[src/rtl/spi_pix_injector.sv]
// spi_pix_injector: SPI command decoder, register file and pixel injector.
// Commands: 0x80 a d (write), 0x81 a (read), 0x55 (stream), 0x40/0x41 (screen
// reset clear/set), 0x42 (clear coordinates and error).
// Optional build macro SPI_INJ_STATUS_EN adds a read-only status byte at
// address REG_N: {err, stream, scr_rst, 5-bit frame count}.
//
// state  | meaning
// IDLE   | waiting for the command byte of a transaction
// ARG1   | waiting for the address byte of a read or write
// ARG2   | waiting for the data byte of a write
// STREAM | packing bytes into pixels
// DONE   | command finished, remaining bytes ignored until cs drops
module spi_pix_injector #(
  parameter int CH    = 2,
  parameter int BPP   = 3,
  parameter int IMG_W = 640,
  parameter int IMG_H = 480,
  parameter int REG_N = 8
) (
  input  logic                    clk_p,
  input  logic                    rst_p,
  input  logic                    cs_act,
  input  logic                    byte_vld,
  input  logic [7:0]              byte_dat,
  input  logic [7:0]              ret_dat,
  output logic [7:0]              feed_dat,
  output logic [8*REG_N-1:0]      reg_q,
  output logic                    scr_rst,
  output logic                    stream,
  output logic                    pix_vld,
  output logic [8*CH*BPP-1:0]     pix_dat,
  output logic [10:0]             pix_x,
  output logic [10:0]             pix_y,
  output logic                    sol,
  output logic                    eof,
  output logic                    err
);

  localparam int NB = CH * BPP;
  localparam int PW = 8 * NB;
  localparam int CW = $clog2(NB + 1);
  localparam logic [CW-1:0] CNT_LAST = CW'(NB - 1);
  localparam logic [10:0]   X_LAST   = 11'(IMG_W - 1);
  localparam logic [10:0]   Y_LAST   = 11'(IMG_H - 1);

  typedef enum logic [2:0] {ST_IDLE, ST_ARG1, ST_ARG2, ST_STREAM, ST_DONE} state_t;

  state_t          state, state_nxt;
  logic            cs_q, cs_fall, byte_ok;
  logic [CW-1:0]   cnt, cnt_nxt;
  logic [PW-1:0]   grp, grp_nxt, grp_shift, pdat_nxt;
  logic [7:0]      addr_q, addr_nxt, feed_nxt, rd_val;
  logic            rd_cmd, rd_nxt, wr_en;
  logic            scr_nxt, err_nxt, vld_nxt, sol_nxt, eof_nxt;
  logic [10:0]     x_adv, y_adv, x_nxt, y_nxt;
`ifdef SPI_INJ_STATUS_EN
  logic [4:0]      frm_cnt;
`endif

  // A dropping chip select wins over a byte arriving in the same cycle.
  assign cs_fall   = cs_q & ~cs_act;
  assign byte_ok   = byte_vld & cs_act;
  assign grp_shift = (grp << 8) | PW'(byte_dat);

  // Parser state register.
  always_ff @(posedge clk_p or negedge rst_p) begin
    if (!rst_p) state <= ST_IDLE;
    else        state <= state_nxt;
  end

  // Parser next state: byte index restarts on every cs falling edge.
  always_comb begin
    state_nxt = state;
    if (cs_fall) begin
      state_nxt = ST_IDLE;
    end else if (byte_ok) begin
      case (state)
        ST_IDLE: begin
          case (byte_dat)
            8'h80, 8'h81: state_nxt = ST_ARG1;
            8'h55:        state_nxt = ST_STREAM;
            default:      state_nxt = ST_IDLE;
          endcase
        end
        ST_ARG1:   state_nxt = rd_cmd ? ST_DONE : ST_ARG2;
        ST_ARG2:   state_nxt = ST_DONE;
        ST_STREAM: state_nxt = ST_STREAM;
        default:   state_nxt = ST_DONE;
      endcase
    end
  end

  // Readback mux for the read command address byte.
  always_comb begin
    rd_val = 8'hFF;
    for (int i = 0; i < REG_N; i++)
      if (byte_dat == 8'(i)) rd_val = reg_q[8*i +: 8];
`ifdef SPI_INJ_STATUS_EN
    if (byte_dat == 8'(REG_N)) rd_val = {err, stream, scr_rst, frm_cnt};
`endif
  end

  // Output/datapath next values for the current byte and cs edge.
  always_comb begin
    feed_nxt = feed_dat;
    scr_nxt  = scr_rst;
    err_nxt  = err;
    cnt_nxt  = cnt;
    grp_nxt  = grp;
    addr_nxt = addr_q;
    rd_nxt   = rd_cmd;
    pdat_nxt = pix_dat;
    vld_nxt  = 1'b0;
    sol_nxt  = 1'b0;
    eof_nxt  = 1'b0;
    wr_en    = 1'b0;
    // Coordinates step one cycle after each emitted pixel.
    x_adv = pix_x;
    y_adv = pix_y;
    if (pix_vld) begin
      if (pix_x == X_LAST) begin
        x_adv = '0;
        y_adv = (pix_y == Y_LAST) ? 11'd0 : pix_y + 11'd1;
      end else begin
        x_adv = pix_x + 11'd1;
      end
    end
    x_nxt = x_adv;
    y_nxt = y_adv;
    if (cs_fall) begin
      if (cnt != '0) err_nxt = 1'b1;
      cnt_nxt = '0;
      grp_nxt = '0;
    end else if (byte_ok) begin
      feed_nxt = 8'hFF;
      case (state)
        ST_IDLE: begin
          case (byte_dat)
            8'h80: rd_nxt = 1'b0;
            8'h81: rd_nxt = 1'b1;
            8'h40: scr_nxt = 1'b0;
            8'h41: scr_nxt = 1'b1;
            8'h42: begin
              x_nxt   = '0;
              y_nxt   = '0;
              err_nxt = 1'b0;
            end
            default: ;
          endcase
        end
        ST_ARG1: begin
          addr_nxt = byte_dat;
          if (rd_cmd) feed_nxt = rd_val;
        end
        ST_ARG2: wr_en = 1'b1;
        ST_STREAM: begin
          feed_nxt = ret_dat;
          if (cnt == CNT_LAST) begin
            vld_nxt  = 1'b1;
            pdat_nxt = grp_shift;
            sol_nxt  = (x_adv == 11'd0);
            eof_nxt  = (x_adv == X_LAST) && (y_adv == Y_LAST);
            cnt_nxt  = '0;
            grp_nxt  = '0;
          end else begin
            cnt_nxt = cnt + CW'(1);
            grp_nxt = grp_shift;
          end
        end
        default: ;
      endcase
    end
  end

  // Registered outputs, register file and pixel assembly.
  always_ff @(posedge clk_p or negedge rst_p) begin
    if (!rst_p) begin
      cs_q     <= 1'b0;
      feed_dat <= 8'hFF;
      reg_q    <= '0;
      scr_rst  <= 1'b0;
      stream   <= 1'b0;
      pix_vld  <= 1'b0;
      pix_dat  <= '0;
      pix_x    <= '0;
      pix_y    <= '0;
      sol      <= 1'b0;
      eof      <= 1'b0;
      err      <= 1'b0;
      cnt      <= '0;
      grp      <= '0;
      addr_q   <= '0;
      rd_cmd   <= 1'b0;
    end else begin
      cs_q     <= cs_act;
      feed_dat <= feed_nxt;
      scr_rst  <= scr_nxt;
      stream   <= (state_nxt == ST_STREAM);
      pix_vld  <= vld_nxt;
      pix_dat  <= pdat_nxt;
      pix_x    <= x_nxt;
      pix_y    <= y_nxt;
      sol      <= sol_nxt;
      eof      <= eof_nxt;
      err      <= err_nxt;
      cnt      <= cnt_nxt;
      grp      <= grp_nxt;
      addr_q   <= addr_nxt;
      rd_cmd   <= rd_nxt;
      if (wr_en)
        for (int i = 0; i < REG_N; i++)
          if (addr_q == 8'(i)) reg_q[8*i +: 8] <= byte_dat;
    end
  end

`ifdef SPI_INJ_STATUS_EN
  // Frame counter: one count per emitted last-pixel-of-frame, wraps at 31.
  always_ff @(posedge clk_p or negedge rst_p) begin
    if (!rst_p)             frm_cnt <= '0;
    else if (pix_vld & eof) frm_cnt <= frm_cnt + 5'd1;
  end
`endif

endmodule
[config.mk]
export PLATFORM = sky130hd
export DESIGN_NAME = spi_pix_injector
export DESIGN_NICKNAME = d
export VERILOG_FILES = /design/src/rtl/spi_pix_injector.sv
export SDC_FILE = /design/constraint.sdc
export NUM_CORES = 1
export LEC_CHECK = 0
export ABC_AREA = 1
export CAP_MARGIN = 10
export CORE_MARGIN = 2
export CORE_UTILIZATION = 41
export DETAILED_ROUTE_END_ITERATION = 8
export HOLD_SLACK_MARGIN = 0.03
export SYNTH_ARGS = -nofsm -noshare
export SYNTH_HDL_FRONTEND = slang
export SYNTH_SLANG_ARGS = --single-unit
[constraint.sdc]
create_clock -name clk_p -period 2.5 [get_ports clk_p]
set_input_delay 0.25 -clock clk_p [delete_from_list [all_inputs] [get_ports clk_p]]
set_output_delay 0.25 -clock clk_p [all_outputs]
set_load 0.03 [all_outputs]
# [Word-level counts from Yosys, hierarchy flattened]
# Cells that the tools add are included.
[op_classes] bitwise_logic=5 add_sub_neg=3 reduce_logical=28 muxes=58 n_eq_ne=30
[op_table] operator="40-bit two-way mux" count=4
[op_table] operator="11-bit two-way mux" count=13
[op_table] operator="8-bit two-way mux" count=9
[op_table] operator="8-bit by 3-bit == test with 1-bit output, second input constant" count=8
[op_table] operator="48-bit by 8-bit OR with 48-bit output" count=1
[op_table] operator="8-bit by 2-bit == test with 1-bit output, second input constant" count=4
[op_table] operator="8-bit by 7-bit == test with 1-bit output, second input constant" count=4
[op_table] operator="11-bit by 1-bit adder with 11-bit output, second input constant" count=2
[op_table] operator="11-bit by 10-bit == test with 1-bit output, second input constant" count=2
[op_table] operator="11-bit by 9-bit == test with 1-bit output, second input constant" count=2
[op_table] operator="3-bit two-way mux" count=7
[op_table] operator="1-bit two-way mux" count=20
[op_table] operator="2-bit AND reduction" count=10
[op_table] operator="8-bit by 1-bit == test with 1-bit output, second input constant" count=2
[op_table] operator="8-bit == test, second input constant" count=2
[op_table] operator="8-bit logical NOT" count=2
[op_table] operator="8-bit case mux with 2 select lines" count=1
[op_table] operator="4-bit AND reduction" count=4
[op_table] operator="2-bit nonzero test" count=6
[op_table] operator="11-bit logical NOT" count=1
[op_table] operator="3-bit by 2-bit == test with 1-bit output, second input constant" count=3
[op_table] operator="3-bit case mux with 3 select lines" count=1
[op_table] operator="1-bit case mux with 2 select lines" count=2
[op_table] operator="2-bit case mux with 2 select lines" count=1
[op_table] operator="other kinds (11)" count=13
[word_totals] register_bits=204 out_inout_bits=148 elab_cells=148

# [Depth between registers and ports, before layout]
[depth] ltp_word=11 mapped_depth=13 mapped_depth_nobuf=13

# [Least setup slack after synthesis]
# OpenSTA, ideal clock, no wires.
[synth_path] kind="reg2reg" start="register pix_x[1]" end="register eof" slack_ns=0.596 path_stages_with_launch=13 n_path_buf=1 t_required_ns=2.420 arrival_ns=1.824 setup_time_ns=0.080 synth_period_minus_slack_ns=1.904 path_cell_list="dfrtp_1 ha_1 nand2_1 nor2_1 nand3_1 nor2_2 buf_4 nand3_1 nand2_1 nand3_1 nor2_1 nand3_1 nor3_2"
[synth_between] elab_chain_len=9 word_cells_on_any_way=13 classes_between="add/sub (1); eq/ne (3); mux (8); reduce/logical (1)"
[synth_lines] item="from (decl)" line="32" text="output logic [10:0] pix_x,"
[synth_lines] item="from (signal assigned)" line="201" text="pix_x <= x_nxt;"
[synth_lines] item="11-bit by 1-bit adder with 11-bit output or 11-bit by 10-bit == test with 1-bit output (tied branches)" line="125, 121"
[synth_lines] item="11-bit two-way mux" line="121" text="if (pix_x == X_LAST) begin"
[synth_lines] item="11-bit two-way mux" line="120" text="if (pix_vld) begin"
[synth_lines] item="11-bit by 10-bit == test with 1-bit output or 11-bit by 9-bit == test with 1-bit output (tied branches)" line="162" text="eof_nxt = (x_adv == X_LAST) && (y_adv == Y_LAST);"
[synth_lines] item="1-bit logical AND *" line="162"
[synth_lines] item="1-bit two-way mux *" line="158" text="if (cnt == CNT_LAST) begin"
[synth_lines] item="1-bit two-way mux *" line="136" text="case (state)"
[synth_lines] item="1-bit two-way mux *" line="134" text="end else if (byte_ok) begin"
[synth_lines] item="1-bit two-way mux *" line="130" text="if (cs_fall) begin"
[synth_lines] item="named net eof_nxt" line="54" text="logic scr_nxt, err_nxt, vld_nxt, sol_nxt, eof_nxt;"
[synth_lines] item="to (signal assigned)" line="204" text="eof <= eof_nxt;"
[synth_lines] item="to (decl)" line="35" text="output logic eof,"
# Mark *: on every way through the listed nets, which the timed path passes. The rest lies on a longest branch.
# A chain may end at the register's enable or synchronous reset.

# [Final worst setup path]
[layout_path] start="register pix_x[0]" end="register eof"
# Same word-level chain as after synthesis.

==> impl_table.tex <==
\begin{tabular}{lr}
\hline
Metric & Value \\
\hline
\multicolumn{2}{l}{\textbf{Critical path}} \\
Crit path kind & register to register \\
Required arrival time at the worst endpoint & 2.94 ns \\
Endpoint class of the critical path & register \\
FF-to-FF path depth & 11 \\
CP arrival & 2.54 ns \\
Highest fanout seen on the critical path & 8 \\
Nature of the critical path startpoint & register \\
\multicolumn{2}{l}{\textbf{CTS}} \\
CTS tree & built \\
\# clock sinks & 204 \\
Register clock-pin slew on the reported worst setup and hold paths & 0.06 ns \\
Library cell used as clock root buffer & clkbuf\_16 \\
Clock buffers created by TritonCTS & 23 \\
Clock tree buffer depth & 3 \\
Insertion delay to the later sink of the worst-skew pair & 0.51 ns \\
Count of H-tree levels built during CTS & 1 \\
\multicolumn{2}{l}{\textbf{GRT}} \\
Wire length of the first global-routing pass & 42,840 µm \\
Antenna violations before repair & 0 \\
Global-route total usage across every layer & 22.24\% \\
Remaining Overflow, GRT & 0 \\
Largest net degree at the start of global routing & 95 \\
Via count of the first global-routing pass & 7,704 \\
\multicolumn{2}{l}{\textbf{Synthesis}} \\
Part of the Yosys area used for sequential elements & 54.33\% \\
Top flip-flop cell by instance count after synthesis & dfrtp\_1 \\
Post-Syn Area per Cell & 8.489 µm² \\
Post-Synthesis Cell Area & 9414 µm² \\
Count of unique library cells instantiated by Yosys & 38 \\
EDFF count, synth & 0 \\
Number of nets produced by synthesis & 1,131 \\
Flip-flop and latch count after synthesis & 204 \\
Post-synthesis async set-or-reset flop share & 100.0\% \\
Gate count of the mapped netlist & 1,109 \\
Yosys Warn Count & 0 \\
\multicolumn{2}{l}{\textbf{Die}} \\
Starting density of the core & 41.71\% \\
Die ar. & 24,190 µm² \\
Die extent in y & 155.5 µm \\
Overall die width & 155.5 µm \\
Top-level I/O count & 168 \\
Placeable core area & 22,570 µm² \\
Number of standard-cell rows in the floorplan & 55 \\
\multicolumn{2}{l}{\textbf{Routing}} \\
Per-cell via count in the routed design & 5.106 \\
Iter 0 DRT Violations & 450 \\
Initial DRT Pass Iterations & 5 \\
DRC & 0 \\
Vias & 8,088 \\
Number of nets still failing antenna checks after routing & 0 \\
Wire per inst & 16.97 µm \\
Wire length after detailed routing & 26,880 µm \\
\multicolumn{2}{l}{\textbf{Timing}} \\
RSZ-0062 raised after global routing & false \\
Remaining max-slew budget at the tightest pin & 54.37\% \\
Maximum operating frequency & 474.2 MHz \\
Number of hold violations in the final report & 0 \\
Worst-margin pin slew & 0.6838 ns \\
Worst hold slack across all endpoints & 0.2448 ns \\
Part of the cycle the worst path needs & 84.35\% \\
Post-Route Skew & 0.01044 ns \\
Fin Setup TNS & 0 ns \\
Total setup violations reported at the end of the flow & 0 \\
Number of max-slew violations in the final report & 0 \\
Min cycle time layout & 2.109 ns \\
\multicolumn{2}{l}{\textbf{Power}} \\
P\_leak & 5.580 nW \\
Ratio of total power to cell area & 676.9 nW/µm² \\
IR Drop Worst-Case VDD & 0.4604 mV \\
\multicolumn{2}{l}{\textbf{Cells and area}} \\
Final Instance Area & 12,260 µm² \\
Diodes inserted & 0 \\
Layout area overhead & 30.20\% \\
Most frequent standard cell in the layout excluding fill and tap cells & nand2\_1 \\
Fraction of layout instances using a drive strength above 1 & 9.931\% \\
Most frequent cells in the layout & nand2\_1, dfrtp\_1, clkdlybuf4s50\_1 \\
Fill count & 2,149 \\
Final Net Count & 1,305 \\
\multicolumn{2}{l}{\textbf{Place}} \\
Detail Placement HPWL & 18,740 µm \\
Standard cell area after detailed placement & 11,420 µm² \\
Buffers on Ports & 167 \\
Last weighted congestion value of the routability-driven placer & 0.8586 \\
\multicolumn{2}{l}{\textbf{Min path}} \\
Worst min path class & input pin to async pin \\
\multicolumn{2}{l}{\textbf{Job}} \\
Maximum capacitance violations & 0 \\
\multicolumn{2}{l}{\textbf{Outcome}} \\
Run status & complete, no violations \\
\hline
\end{tabular}
## repair_timing
item	CTS	global route
resized for setup	0	0
endpoints found under the hold margin	47	0
setup buffers	0	0
hold buffers	1	0
## cell type report
cell class | count | area, µm² | area share, %
multi-input cells | 719 | 3502 | 28.57
clock buffers | 31 | 645.6 | 5.267
clock inverters | 10 | 182.7 | 1.490
repair buffers | 196 | 1933 | 15.77
well taps | 285 | 356.6 | 2.909
flip-flops and latches | 204 | 5115 | 41.73
inverters | 139 | 521.8 | 4.257
## synthesized netlist by cell type (2+ instances only)
library cell | n | share of area (%)
xor2_1 | 2 | 0.19
clkbuf_1 | 24 | 0.96
nor3_2 | 12 | 1.3
a21boi_0 | 2 | 0.16
nand2_2 | 11 | 0.73
nand3b_1 | 2 | 0.16
ha_1 | 2 | 0.27
inv_2 | 4 | 0.16
o21ai_1 | 68 | 3.6
nor2_2 | 6 | 0.40
buf_2 | 9 | 0.48
o21ai_2 | 11 | 1.0
inv_1 | 135 | 5.4
nor3_1 | 15 | 0.80
dfstp_2 | 8 | 2.2
nor2_1 | 57 | 2.3
dfrtp_1 | 196 | 52
o21ai_0 | 83 | 4.4
nand3_1 | 60 | 3.2
nand2_1 | 310 | 12
o31ai_1 | 3 | 0.24
nand4_1 | 20 | 1.3
buf_4 | 4 | 0.32
a21oi_1 | 15 | 0.80
or2_2 | 2 | 0.13
nand3_2 | 2 | 0.21
nor3_4 | 2 | 0.35
o32ai_1 | 25 | 2.3
buf_6 | 10 | 1.2
## registers in the layout, summed over array words and instances, names as in the netlist
register  cells
addr_q        8
pix_y        11
state         3
stream        1
rd_cmd        1
pix_x        11
cs_q          1
scr_rst       1
pix_vld       1
eof           1
feed_dat      8
reg_q        64
pix_dat      48
grp          40
sol           1
cnt           3
err           1
## per-layer routing
layer | wire length [µm] | track usage (%)
met5 | 0 | 0
met4 | 434 | 4.456
met3 | 1436 | 3.222
met2 | 12380 | 35.21
met1 | 12620 | 32.87
## through the flow
step	cells	setup slack [ns]	power [mW]	utilization, %
floorplan	1109	0.5961	4.212	-
global placement	1542	0.07746	4.641	50.59
detailed placement	1542	0.1019	4.652	50.59
CTS	1584	0.3625	8.365	54.30
global route	1584	0.1269	8.609	54.30
finish	1584	0.3913	8.296	54.30
## worst max-delay path, stage by stage (launching register included)
cell,delay (ns)
dfrtp_1,0.40
ha_1,0.27
nand2_1,0.07
nor2_1,0.12
nand3_1,0.12
nor2_2,0.30
nand3_1,0.21
inv_1,0.11
nand3b_1,0.07
nand2_1,0.08
nand3_1,0.11
nor3_2,0.16
## path summary, 6_finish.rpt
path                        startpoint           to  slack [ns]
setup / recovery              pix_x[0]          eof        0.39
hold / removal                   rst_p     pix_x[8]        0.24
setup reg to reg              pix_x[0]          eof        0.39
hold reg to reg            feed_dat[4]  feed_dat[4]        0.47
max in group asynchronous        rst_p    reg_q[29]        1.51
min in group clk_p              cs_act         cs_q        0.27
## power breakdown
part	switching, mW	internal, mW
Clock	1.38	2.33
Combinational	0.636	0.350
Sequential	0.143	3.46
Total	2.16	6.14
## cell families after synthesis
kind of cell             after synthesis  synth area share (%)
buffers and inverters                186                 8.493
flip-flops                           204                 54.33
adder cells (fa/ha/maj)                2                0.2658
XOR/XNOR                               3                0.2792
AO/OA/AOI/OAI                        210                 12.83
AND/OR/NAND/NOR                      504                 23.80
(Power assumes the default switching activity.)
==> edit (same flow settings) <==
Set the parameter `CH` to 4 (it was 2).
--- a/src/rtl/spi_pix_injector.sv
+++ b/src/rtl/spi_pix_injector.sv
@@ -12,5 +12,5 @@
 // DONE   | command finished, remaining bytes ignored until cs drops
 module spi_pix_injector #(
-  parameter int CH    = 2,
+  parameter int CH    = 4,
   parameter int BPP   = 3,
   parameter int IMG_W = 640,
Ports: changed (resized pix_dat); port bits go from 168 to 216. The function was not compared with the original's and may differ.
==> edit against the unedited design <==
- count of clock-buffer cells in the layout increased by 18
- register-to-register slack improved by 0.04 ns
- synthesized area increased by 35%
- final area increased by 35%
- total power increased by 34%
- cell count increased by 29%
- non-clock buffer count increased by 50
- worst setup slack got worse by 0.037 ns
- sequential cell count increased by 97
- sequential share of layout area increased by 3.9 points
- critical path depth decreased by 10
- routed wire length increased by 35%
- critical endpoint is now pix_vld
- largest cell class unchanged
==> edit: results (changes against the unedited design) <==
status:
  outcome: "finished clean"
cts:
  clkLatencyLatePin_ns: 0.53  # +0.02 ns
  cts_buffers: 34  # +48%
  htreeDepth: 2  # +1
  root_buffer: "clkbuf_16"
critical_path:
  cp_top_family: "buffers and inverters"
  slowest_delay_ns: 0.76  # +0.36 ns
  crit_fanout: 14  # +6
  ff2ff_path_depth: 13  # +2
  crit_arrival_ns: 1.90  # -0.64 ns
  crit_end: "pix_vld"
  rrSetupSlack_ns: 0.43  # +0.04 ns
  crit_start: "pix_vld"
detailed_routing:
  wl_um: 36300  # +35%
  met2_length_um: 16300  # +32%
  top_layer: "met4"
  firstDrtPassIters: 7  # +2
  via_per_inst: 5.11  # about the same
  m1WireLength_um: 16900  # +34%
  drt-initial-drc-count: 761  # +69%
  wl_met3_um: 2400  # +67%
synth:
  synth-compound-area-share: 0.136  # +0.00758
  synth_area_leaders: "dfrtp_1 (58%), nand2_1 (10%), inv_1 (5.1%)"
  netlist-cell-type-count: 42  # +11%
  post_synth_fa_ha_maj_area_fraction: 0.00394  # +0.00128
  syn-num-nets: 1428  # +26%
  synth-xor-area-share: 0.00207  # -0.000723
  synth-seq-area-share: 0.594  # +0.0504
  yosys-top-cells-count: "nand2_1 (338), dfrtp_1 (293), inv_1 (173)"
timing:
  worst_slew_pin_slew_ns: 0.629  # -0.0545 ns
  hold_slack_ns: 0.252  # +0.00766 ns
  finClkSkew_ns: 0.0261  # +0.0157 ns
global_route:
  met1_usage: 0.330  # +0.00149
  grt_use_met2: 0.335  # -0.0166
  grt_pass1_wl_um: 58100  # +36%
  grt_pass1_vias: 10100  # +32%
  grtUsageTotal: 0.223  # +0.000682
  grt_max_degree: 92  # -3.2%
  globalRouteMet3Util: 0.0491  # +0.0169
finish:
  reg.largest.list: "pix_dat x96, grp x88, reg_q x64"
  nets: 1645  # +26%
  fillers: 2767  # +29%
  drive_gt1_frac: 0.0875  # -0.0118
hold_path:
  hold_class: "primary input to flop"
placed_design:
  io_buffer_count: 215  # +29%
  place_hpwl_um: 25100  # +34%
  gp_congestion: 0.904  # +5.2%
  post_dp_cell_area_sq_um: 15400  # +35%
power_and_ir_drop:
  peakVddDrop_mv: 0.471  # +2.4%
  power.internal_mw: 8.32  # +36%
  leakage_nw: 7.36  # +32%
-- edit: changes by cell type in the layout (fill, tap and decap cells not counted), sizes merged, moves of 11 or more --
| cell | change |
|---|---|
| o22ai | +89 |
| nor3 | -11 |
| clkbuf | +17 |
| nand3 | -20 |
| o32ai | -25 |
| nor2 | +32 |
| nand2 | +30 |
| clkdlybuf4s50 | +48 |
| dfrtp | +97 |
| inv | +43 |
| o21ai | +23 |
-- edit: worst reg2reg max path, delay by kind of cell (launching register included) --
family | cells | cell delay [ns]
AND/OR/NAND/NOR | 11 | 1.24
adder cells (fa/ha/maj) | 1 | 0.25
flip-flops | 1 | 0.44
buffers and inverters | 1 | 0.08
-- edit: stage by stage --
stage	total power, mW	setup WS (ns)	utilization	instances
after floorplan	5.78	0.518	-	1404
after global placement	6.26	0.246	0.504	1980
after detailed placement	6.27	0.219	0.504	1980
after CTS	11.3	0.330	0.542	2041
after global routing	11.6	0.114	0.542	2041
final	11.2	0.354	0.542	2041
-- edit: power groups by stage --
stage	logic (mW)	clock network [mW]	registers, mW
3_5_place_dp	1.01	0	5.26
2_1_floorplan	0.389	0	5.39
6_report	1.01	4.97	5.17
3_3_place_gp	1.00	0	5.26
4_1_cts	1.01	5.11	5.17
5_1_grt	1.11	5.32	5.19
-- edit: what timing repair did --
action	4_1_cts	5_1_grt
endpoints found under the setup margin	0	0
hold endpoints to repair	53	0
hold buffers	1	0
-- edit: cell type report --
class | count | area (sq um) | share of cell area
inverters | 181 | 682 | 0.0413
clock buffers | 49 | 967 | 0.0585
flip-flops and latches | 301 | 7540 | 0.456
well taps | 396 | 495 | 0.0300
multi-input cells | 857 | 4160 | 0.252
clock inverters | 11 | 160 | 0.00969
repair buffers | 246 | 2520 | 0.152
